===== src/rtl/pico_pkg.sv =====
// Shared pico_mips definitions: opcodes, fetch states, default widths and field positions.
package pico_pkg;

  localparam int unsigned PC_WIDTH_DEF = 8;
  localparam int unsigned IW_DEF       = 10;
  localparam int unsigned IMM_LSB      = 0;
  localparam int unsigned IMM_MSB      = 7;
  localparam int unsigned IMM_W        = IMM_MSB - IMM_LSB + 1;
  localparam int unsigned OPC_W        = 2;

  typedef enum logic [OPC_W-1:0] {
    ADD  = 2'd0,
    IMM  = 2'd1,
    MULT = 2'd2,
    BRAN = 2'd3
  } opcode_e;

  typedef enum logic [1:0] {
    IDLE = 2'd0,
    RUN  = 2'd1,
    HALT = 2'd2
  } fetch_state_e;

endpackage


===== src/rtl/fetch_unit_if.sv =====
// Fetch-stage bus: control and memory data in, fetch address and decoded fields out.
interface fetch_unit_if
  import pico_pkg::*;
#(
  parameter int unsigned PC_WIDTH = PC_WIDTH_DEF,
  parameter int unsigned IW       = IW_DEF
);
  logic                run;
  logic                stall;
  logic                bran;
  logic                cond;
  logic [IW-1:0]       instr_in;
  logic [PC_WIDTH-1:0] pc;
  logic [OPC_W-1:0]    opcode;
  logic [IMM_W-1:0]    imm;
  logic                valid;
  logic                halted;

  // Driver side: decoder/control and program memory
  modport master (
    output run, stall, bran, cond, instr_in,
    input  pc, opcode, imm, valid, halted
  );

  // Fetch stage side
  modport slave (
    input  run, stall, bran, cond, instr_in,
    output pc, opcode, imm, valid, halted
  );
endinterface


===== src/rtl/pc_adder.sv =====
// Next-pc generation: sequential pc+1 or branch target pc_ir + sign-extended imm.
module pc_adder
  import pico_pkg::*;
#(
  parameter int unsigned PC_WIDTH = PC_WIDTH_DEF
) (
  input  logic [PC_WIDTH-1:0] pc_i,
  input  logic [PC_WIDTH-1:0] pc_ir_i,
  input  logic [IMM_W-1:0]    imm_i,
  input  logic                sel_branch_i,
  output logic [PC_WIDTH-1:0] next_pc_c_o
);

  logic [PC_WIDTH-1:0] imm_ext_c;

  // Sign-extend the immediate to the pc width; sums wrap modulo 2^PC_WIDTH
  always_comb begin
    imm_ext_c   = PC_WIDTH'(signed'(imm_i));
    next_pc_c_o = sel_branch_i ? (pc_ir_i + imm_ext_c) : (pc_i + PC_WIDTH'(1));
  end

endmodule


===== src/rtl/fetch_unit.sv =====
// pico_mips instruction fetch stage: pc, IR, one-slot branch flush, stall hold.
// Optional build macro HALT_DETECT_EN: a taken branch-to-self (imm=0) enters HALT.
module fetch_unit
  import pico_pkg::*;
#(
  parameter int unsigned PC_WIDTH = PC_WIDTH_DEF,
  parameter int unsigned IW       = IW_DEF
) (
  input logic         clk,
  input logic         n_reset,
  fetch_unit_if.slave f
);

  fetch_state_e        state_q, state_d;
  logic [PC_WIDTH-1:0] pc_q, pc_d;
  logic [PC_WIDTH-1:0] pc_ir_q, pc_ir_d;
  logic [IW-1:0]       ir_q, ir_d;
  logic                valid_q, valid_d;
  logic                taken_c;
  logic                halt_req_c;
  logic [PC_WIDTH-1:0] next_pc_c;
  logic [IMM_W-1:0]    ir_imm_c;

  assign ir_imm_c = ir_q[IMM_MSB:IMM_LSB];

  // A branch only counts for a live IR slot
  assign taken_c = valid_q & f.bran & f.cond;

`ifdef HALT_DETECT_EN
  assign halt_req_c = taken_c & (ir_imm_c == IMM_W'(0));
`else
  assign halt_req_c = 1'b0;
`endif

  pc_adder #(.PC_WIDTH(PC_WIDTH)) u_pc_adder (
    .pc_i         (pc_q),
    .pc_ir_i      (pc_ir_q),
    .imm_i        (ir_imm_c),
    .sel_branch_i (taken_c),
    .next_pc_c_o  (next_pc_c)
  );

  // Fetch FSM state register and datapath registers
  always_ff @(posedge clk or negedge n_reset) begin
    if (!n_reset) begin
      state_q <= IDLE;
      pc_q    <= '0;
      pc_ir_q <= '0;
      ir_q    <= '0;
      valid_q <= 1'b0;
    end else begin
      state_q <= state_d;
      pc_q    <= pc_d;
      pc_ir_q <= pc_ir_d;
      ir_q    <= ir_d;
      valid_q <= valid_d;
    end
  end

  // Next-state and datapath update; stall overrides branch and run
  always_comb begin
    state_d = state_q;
    pc_d    = pc_q;
    pc_ir_d = pc_ir_q;
    ir_d    = ir_q;
    valid_d = valid_q;
    case (state_q)
      IDLE: begin
        valid_d = 1'b0;
        if (f.run) state_d = RUN;
      end
      RUN: begin
        if (!f.stall) begin
          if (halt_req_c) begin
            valid_d = 1'b0;
            state_d = HALT;
          end else if (taken_c) begin
            // Redirect and flush the wrong-path word
            pc_d    = next_pc_c;
            valid_d = 1'b0;
            if (!f.run) state_d = IDLE;
          end else if (!f.run) begin
            valid_d = 1'b0;
            state_d = IDLE;
          end else begin
            ir_d    = f.instr_in;
            pc_ir_d = pc_q;
            pc_d    = next_pc_c;
            valid_d = 1'b1;
          end
        end
      end
      HALT: begin
        valid_d = 1'b0;
      end
      default: begin
        state_d = IDLE;
        valid_d = 1'b0;
      end
    endcase
  end

`ifdef HALT_DETECT_EN
  logic halted_q;

  // Halt indication, registered alongside the state change
  always_ff @(posedge clk or negedge n_reset) begin
    if (!n_reset) halted_q <= 1'b0;
    else          halted_q <= (state_d == HALT);
  end

  assign f.halted = halted_q;
`else
  assign f.halted = 1'b0;
`endif

  assign f.pc     = pc_q;
  assign f.valid  = valid_q;
  assign f.opcode = ir_q[IW-1:IW-OPC_W];
  assign f.imm    = ir_imm_c;

endmodule


===== src/flat_wrapper.sv =====
// flat-port wrapper written by rule: the top's interface ports become plain ports
module fetch_unit_flat import pico_pkg::*;
#(
  parameter int unsigned PC_WIDTH = PC_WIDTH_DEF,
  parameter int unsigned IW       = IW_DEF
)
  (clk, n_reset, f_run, f_stall, f_bran, f_cond, f_instr_in, f_pc, f_opcode, f_imm, f_valid, f_halted);
  fetch_unit_if #(.PC_WIDTH(PC_WIDTH), .IW(IW)) f_i ();
  input logic clk;
  input logic n_reset;
  input wire logic [$bits(f_i.run)-1:0] f_run;
  input wire logic [$bits(f_i.stall)-1:0] f_stall;
  input wire logic [$bits(f_i.bran)-1:0] f_bran;
  input wire logic [$bits(f_i.cond)-1:0] f_cond;
  input wire logic [$bits(f_i.instr_in)-1:0] f_instr_in;
  output wire logic [$bits(f_i.pc)-1:0] f_pc;
  output wire logic [$bits(f_i.opcode)-1:0] f_opcode;
  output wire logic [$bits(f_i.imm)-1:0] f_imm;
  output wire logic [$bits(f_i.valid)-1:0] f_valid;
  output wire logic [$bits(f_i.halted)-1:0] f_halted;
  assign f_i.run = f_run;
  assign f_i.stall = f_stall;
  assign f_i.bran = f_bran;
  assign f_i.cond = f_cond;
  assign f_i.instr_in = f_instr_in;
  assign f_pc = f_i.pc;
  assign f_opcode = f_i.opcode;
  assign f_imm = f_i.imm;
  assign f_valid = f_i.valid;
  assign f_halted = f_i.halted;
  fetch_unit #(.PC_WIDTH(PC_WIDTH), .IW(IW)) u_core (.clk(clk), .n_reset(n_reset), .f(f_i));
endmodule

===== config.mk =====
export PLATFORM = sky130hd
export DESIGN_NAME = fetch_unit_flat
export DESIGN_NICKNAME = d
export VERILOG_FILES = /design/src/rtl/pico_pkg.sv /design/src/rtl/fetch_unit_if.sv /design/src/rtl/pc_adder.sv /design/src/rtl/fetch_unit.sv /design/src/flat_wrapper.sv
export SDC_FILE = /design/constraint.sdc
export NUM_CORES = 1
export LEC_CHECK = 0
export BUFFER_PORTS_ARGS = -buffer_cell sky130_fd_sc_hd__buf_2
export CAP_MARGIN = 20
export CORE_MARGIN = 2
export CORE_UTILIZATION = 48
export DETAILED_ROUTE_END_ITERATION = 7
export GPL_ROUTABILITY_DRIVEN = 0
export PLACE_DENSITY = 0.85
export SYNTH_ARGS = -nofsm -noshare
export SYNTH_HDL_FRONTEND = slang
export SYNTH_SLANG_ARGS = --single-unit

===== constraint.sdc =====
create_clock -name clk -period 1.93 [get_ports clk]
set_clock_uncertainty 0.2 [all_clocks]
set_input_delay 0.193 -clock clk [delete_from_list [all_inputs] [get_ports clk]]
set_output_delay 0.193 -clock clk [all_outputs]
set_load 0.02 [all_outputs]

[After elaboration in Yosys (flattened, before gate mapping)]
Index checks and enable logic that the tools add are counted.
Storage, ports and cells
  flip-flop bits (word level): 29
  output and inout port bits: 20
  word-level logic and storage cells: 33
Operators by class
  add/subtract/negate cells: 2
  eq/ne operators: 5
  muxes and demuxes: 11
  bitwise logic cells: 5
  reductions and logical operators: 5
Operator list (count)
  two-way mux 8 bit: 3
  adder 8 x 1 -> 8 bit, second input constant: 1
  adder 8 bit: 1
  AND reduction 4 bit: 2
  two-way mux 2 bit: 3
  != test 2 bit, second input constant: 3
  one-hot mux 2 bit (3 select lines): 1
  two-way mux 1 bit: 4
  NOT 1 bit: 3
  AND reduction 3 bit: 1
  bitwise AND 1 bit: 2
  equality test 2 x 1 -> 1 bit, second input constant: 1
  equality test 2 bit, second input constant: 1
  logical NOT 2 bit: 1
  nonzero test 2 bit: 1

[Logic depth before layout (Yosys ltp)]
  depth in word-level cells: 5
  depth in mapped cells: 8

[By module]
Synthesis repeated with hierarchy kept, for this count alone.
Second synthesis, totals
  cell total of the unflattened synthesis: 135
  area total of the unflattened synthesis: 1609.0 µm²
Modules (own cells, without submodules)
  fetch_unit: times used 1, cells an instance 66, area an instance 1126.1 µm²
  pc_adder: times used 1, cells an instance 69, area an instance 483.0 µm²

[Least setup slack after synthesis]
OpenSTA, ideal clock, no wires.
  kind: register -> register
  from: reg u_core.ir_q[0]
  to: reg u_core.pc_q[6] (netlist: u_core.f.pc[6])
  library setup time: 77 ps
  arrival time: 1842 ps
  required time: 1653 ps
  path slack: -190 ps
  stages on the path, launching flop included: 9
  path buffers: 0
  path through: dfrtp_1 ha_1 inv_1 fa_1 nand2b_1 a21oi_1 nor2_1 a211o_1 a21oi_1
Between the ends
  cells in the longest elaborated chain, start to end: 4
RTL lines
  start: declaration: RTL line fetch_unit.sv:17  | logic [IW-1:0] ir_q, ir_d;
  start signal: assignment: RTL line fetch_unit.sv:55  | ir_q <= ir_d;
  adder 8 bit *: RTL line pc_adder.sv:19  | next_pc_c_o = sel_branch_i ? (pc_ir_i + imm_ext_c) : (pc_i + PC_WIDTH'(1));
  two-way mux 8 bit *: RTL line pc_adder.sv:19
  two-way mux 8 bit: RTL line fetch_unit.sv:82  | end else if (!f.run) begin
  two-way mux 8 bit *: RTL line fetch_unit.sv:77  | end else if (taken_c) begin
  end signal: assignment: RTL line fetch_unit.sv:53  | pc_q <= pc_d;
  end: declaration: RTL line fetch_unit.sv:15  | logic [PC_WIDTH-1:0] pc_q, pc_d;
Every way passes the cells marked *; elsewhere a longest branch is shown, timed or not. The select of a mux whose other input is x is not followed.
A chain may end at the register's enable or synchronous reset.

[Worst setup path in the final report]
  from: reg u_core.ir_q[0]
  to: reg u_core.pc_q[7] (netlist: u_core.f.pc[7])
The elaborated chain is that of the path after synthesis.

==> results_dict.tcl <==
set metrics [dict create \
    detailed_place_hpwl_um 2590 \
    violations "negative setup slack" \
    worst_pin_slew_ns 0.625 \
    clk_pin_slew_ns 0.15 \
    dieArea_mm2 0.00377 \
    ant_nets 0 \
    finalWorstSetupSlack_ns -0.131 \
    cp-end-kind "flip-flop" \
    fp.dieW_um 61.4 \
    seqPwrFrac 0.303 \
    report.power.total_w 0.00374 \
    fin_crit_ns 2.06 \
    vias 1439 \
    pwr-share-clk 0.079 \
    cts_buffer_depth 2 \
    final-setup-viol-count 4 \
    r2r_cells 7 \
    grtUsageTotal 0.218 \
    cts_tree "built" \
    fmax_mhz 485 \
    pwr_density_cell_mw_per_mm2 1740 \
    ir_drop_mv 0.887 \
    cts_sinks 28 \
    gr-total-overflow 0 \
    antenna_cells 0 \
    worst-path-buf-inv 1 \
    wl_um 4230 \
    synth-edff-count 0 \
    grt_max_degree 29 \
    cts_buffers 3 \
    crit_required_ns 1.96 \
    drv_slew 0 \
    placed_cells 228 \
    slew_headroom 0.583 \
    cts-htree-levels 1 \
    cp_slowest_cell "dfrtp_2" \
    coreArea_mm2 0.00310 \
    firstDrtPassIters 4 \
    dieHeight_um 61.4 \
    p_sw_frac 0.452 \
    critPathArrivalTime_ns 2.09 \
    ys_ff_latch 28 \
    critPathMaxFanout 3 \
    drt_iter0_drc 53 \
    fin_nets 233 \
    grt_pass1_vias 1297 \
    drc 0 \
    clock_latency_ns 0.34 \
    synth.avg_cell_area_um2 10.8 \
    p_int_w 0.00205 \
    worstHoldPathType "primary input to flip-flop" \
    synth-seq-area-share 0.443 \
    hold_viol_final 0 \
    initial_utilization 0.510 \
    io_buffers 34 \
    synthFlopType "dfrtp_1" \
    worstHoldPathCells 5 \
    syn2layout_area_growth_pct 35.5 \
    hold_ws_ns 0.151 \
    worst-path-stages 7 \
    run_status "complete, but fails checks" \
    leakage_nw 0.973 \
    drive_above_1_share 0.442 \
    cp-start-kind "flip-flop" \
    yosys_warnings 0 \
    syn_inst 147 \
    pre_cts_slack_ns -0.0544 \
    synth_area_mm2 0.00158 \
    fin_cells 250 \
    ioPinCount 36 \
    place_area_mm2 0.00190 \
    cp_top_family "compound AO/OA/AOI/OAI gates" \
    grt_pass1_wl_um 5940 \
    crit_chain "ha_4 -> buf_4 -> a211oi_2 -> nor2_1 -> a41oi_2 -> xnor2_1 -> a221o_1" \
    vias_per_cell 5.76 \
    synth_fp_nets 173 \
    power_switching_w 0.00169 \
    antenna_found_initial 0 \
    finalCritPeriodShare 1.07 \
    fp-row-count 20 \
    synthArstFlopShare 1.00 \
    path_class "flip-flop to flip-flop" \
    rsz0062_at_grt "true" \
    pwr-share-comb 0.618 \
    avgRoutedWirePerCell_um 16.9 \
    maxCapViolCount 0 \
    yosysUniqueCellTypes 43 \
    cts_root_buffer "clkbuf_4" \
    design_area_mm2 0.00214 \
    cpPeakStageDelay_ns 0.46 \
]
-- metrics by stage --
step	util	setup TNS (ns)
after floorplan	-	0
after global placement	0.612	0
after detailed placement	0.612	-0.0605
after CTS	0.673	-0.0275
after global routing	0.691	-0.445
final	0.691	-0.339
-- cells in the final DEF, fill, tap and decap left out, types with 2 or more instances in the layout --
master          n
a211oi_2        2
a21o_1          2
a21oi_1         9
a221o_1         2
a31oi_1         3
buf_2          34
buf_4          13
clkbuf_4        3
dfrtp_1        26
dfrtp_2         2
dlygate4sd3_1  13
ha_1            6
ha_4            3
inv_1           3
mux2_2         18
nand2_1         9
nand2b_4        2
nand3_1         2
nand3_2         2
nor2_1         10
nor4_1          2
o21ai_0         5
o21ai_1         2
o32ai_1         2
xor2_1          2
-- routing by layer --
metal	track usage	share of wire	vias to the layer above
met5	0	0	-
met4	0.0912	0.025	0
met3	0.0189	0.047	11
met2	0.372	0.51	59
met1	0.286	0.42	705
li1	-	-	664
-- cells by family (layout without fill, tap and decap cells) --
group           after synthesis  after routing  synth area share
simple gates                 39             39             0.136
compound gates               38             38             0.157
flops                        28             28             0.443
mux                          19             19             0.134
fa+ha+maj                    10             10            0.0838
buf+inv                       9             68            0.0277
xor+xnor                      3              3            0.0166
other cells                   1              1           0.00237
-- state kept, by name, indices dropped and copies added (netlist names) --
signal          flops
u_core.f.pc         8
u_core.f.valid      1
u_core.ir_q        10
u_core.pc_ir_q      8
u_core.state_q      1
-- worst paths after layout --
kind	endpoint	start	slack [ns]
min in group asynchronous	u_core.pc_ir_q[3]$_DFFE_PN0P_	n_reset	0.23
min	u_core.f.valid$_DFFE_PN0P_	f_bran	0.15
max in group asynchronous	u_core.ir_q[1]$_DFFE_PN0P_	n_reset	0.86
max reg2reg	u_core.f.pc[7]$_DFFE_PN0P_	u_core.ir_q[0]$_DFFE_PN0P_	-0.13
min reg2reg	u_core.ir_q[8]$_DFFE_PN0P_	u_core.ir_q[8]$_DFFE_PN0P_	0.32
max	u_core.f.pc[7]$_DFFE_PN0P_	u_core.ir_q[0]$_DFFE_PN0P_	-0.13
-- cell usage after synthesis (2+ instances only) --
cell,instances,area share
nor2_1,10,0.024
a21o_1,2,0.0095
a21oi_1,11,0.035
a31oi_1,3,0.012
dfrtp_1,28,0.44
o21ai_0,7,0.022
ha_1,9,0.071
mux2_2,18,0.13
buf_2,2,0.0063
nand2b_1,3,0.012
o32ai_1,2,0.011
nand3_2,2,0.013
a221o_1,2,0.013
a211oi_1,3,0.014
xor2_1,2,0.011
nor4_1,2,0.0079
inv_1,4,0.0095
buf_4,2,0.0095
nand3_1,2,0.0063
nand2_1,10,0.024
-- worst min-delay path, delay by kind of cell --
| family | cells | cell delay (ns) |
|---|---|---|
| and+or+nand+nor | 3 | 0.33 |
| AOI/OAI and AO/OA | 1 | 0.06 |
| buffers and inverters | 1 | 0.09 |
-- power groups by stage --
stage / Clock [W] / Combinational, W / Sequential (W)
floorplan: 0 / 0.00111 / 0.00133
global placement: 0 / 0.00184 / 0.00111
detailed placement: 0 / 0.00193 / 0.00114
CTS: 0.000308 / 0.00202 / 0.00112
global route: 0.000322 / 0.00247 / 0.00117
finish: 0.000295 / 0.00231 / 0.00113
-- what timing repair did --
action	4_1_cts	5_1_grt
endpoints found under the hold margin	40	0
buffers inserted	1	4
pin swaps	5	5
setup endpoints to repair	2	5
hold buffers	13	0
gates resized for setup	3	8
-- cell type report --
type	instances	area, um2
sequential	28	703
multi-input combinational	110	937
timing repair buffer	60	398
fill	228	958
clock buffer	4	36.3
inverter	4	15.0
tap	44	55.1
Power figures use the tool's default switching activity.
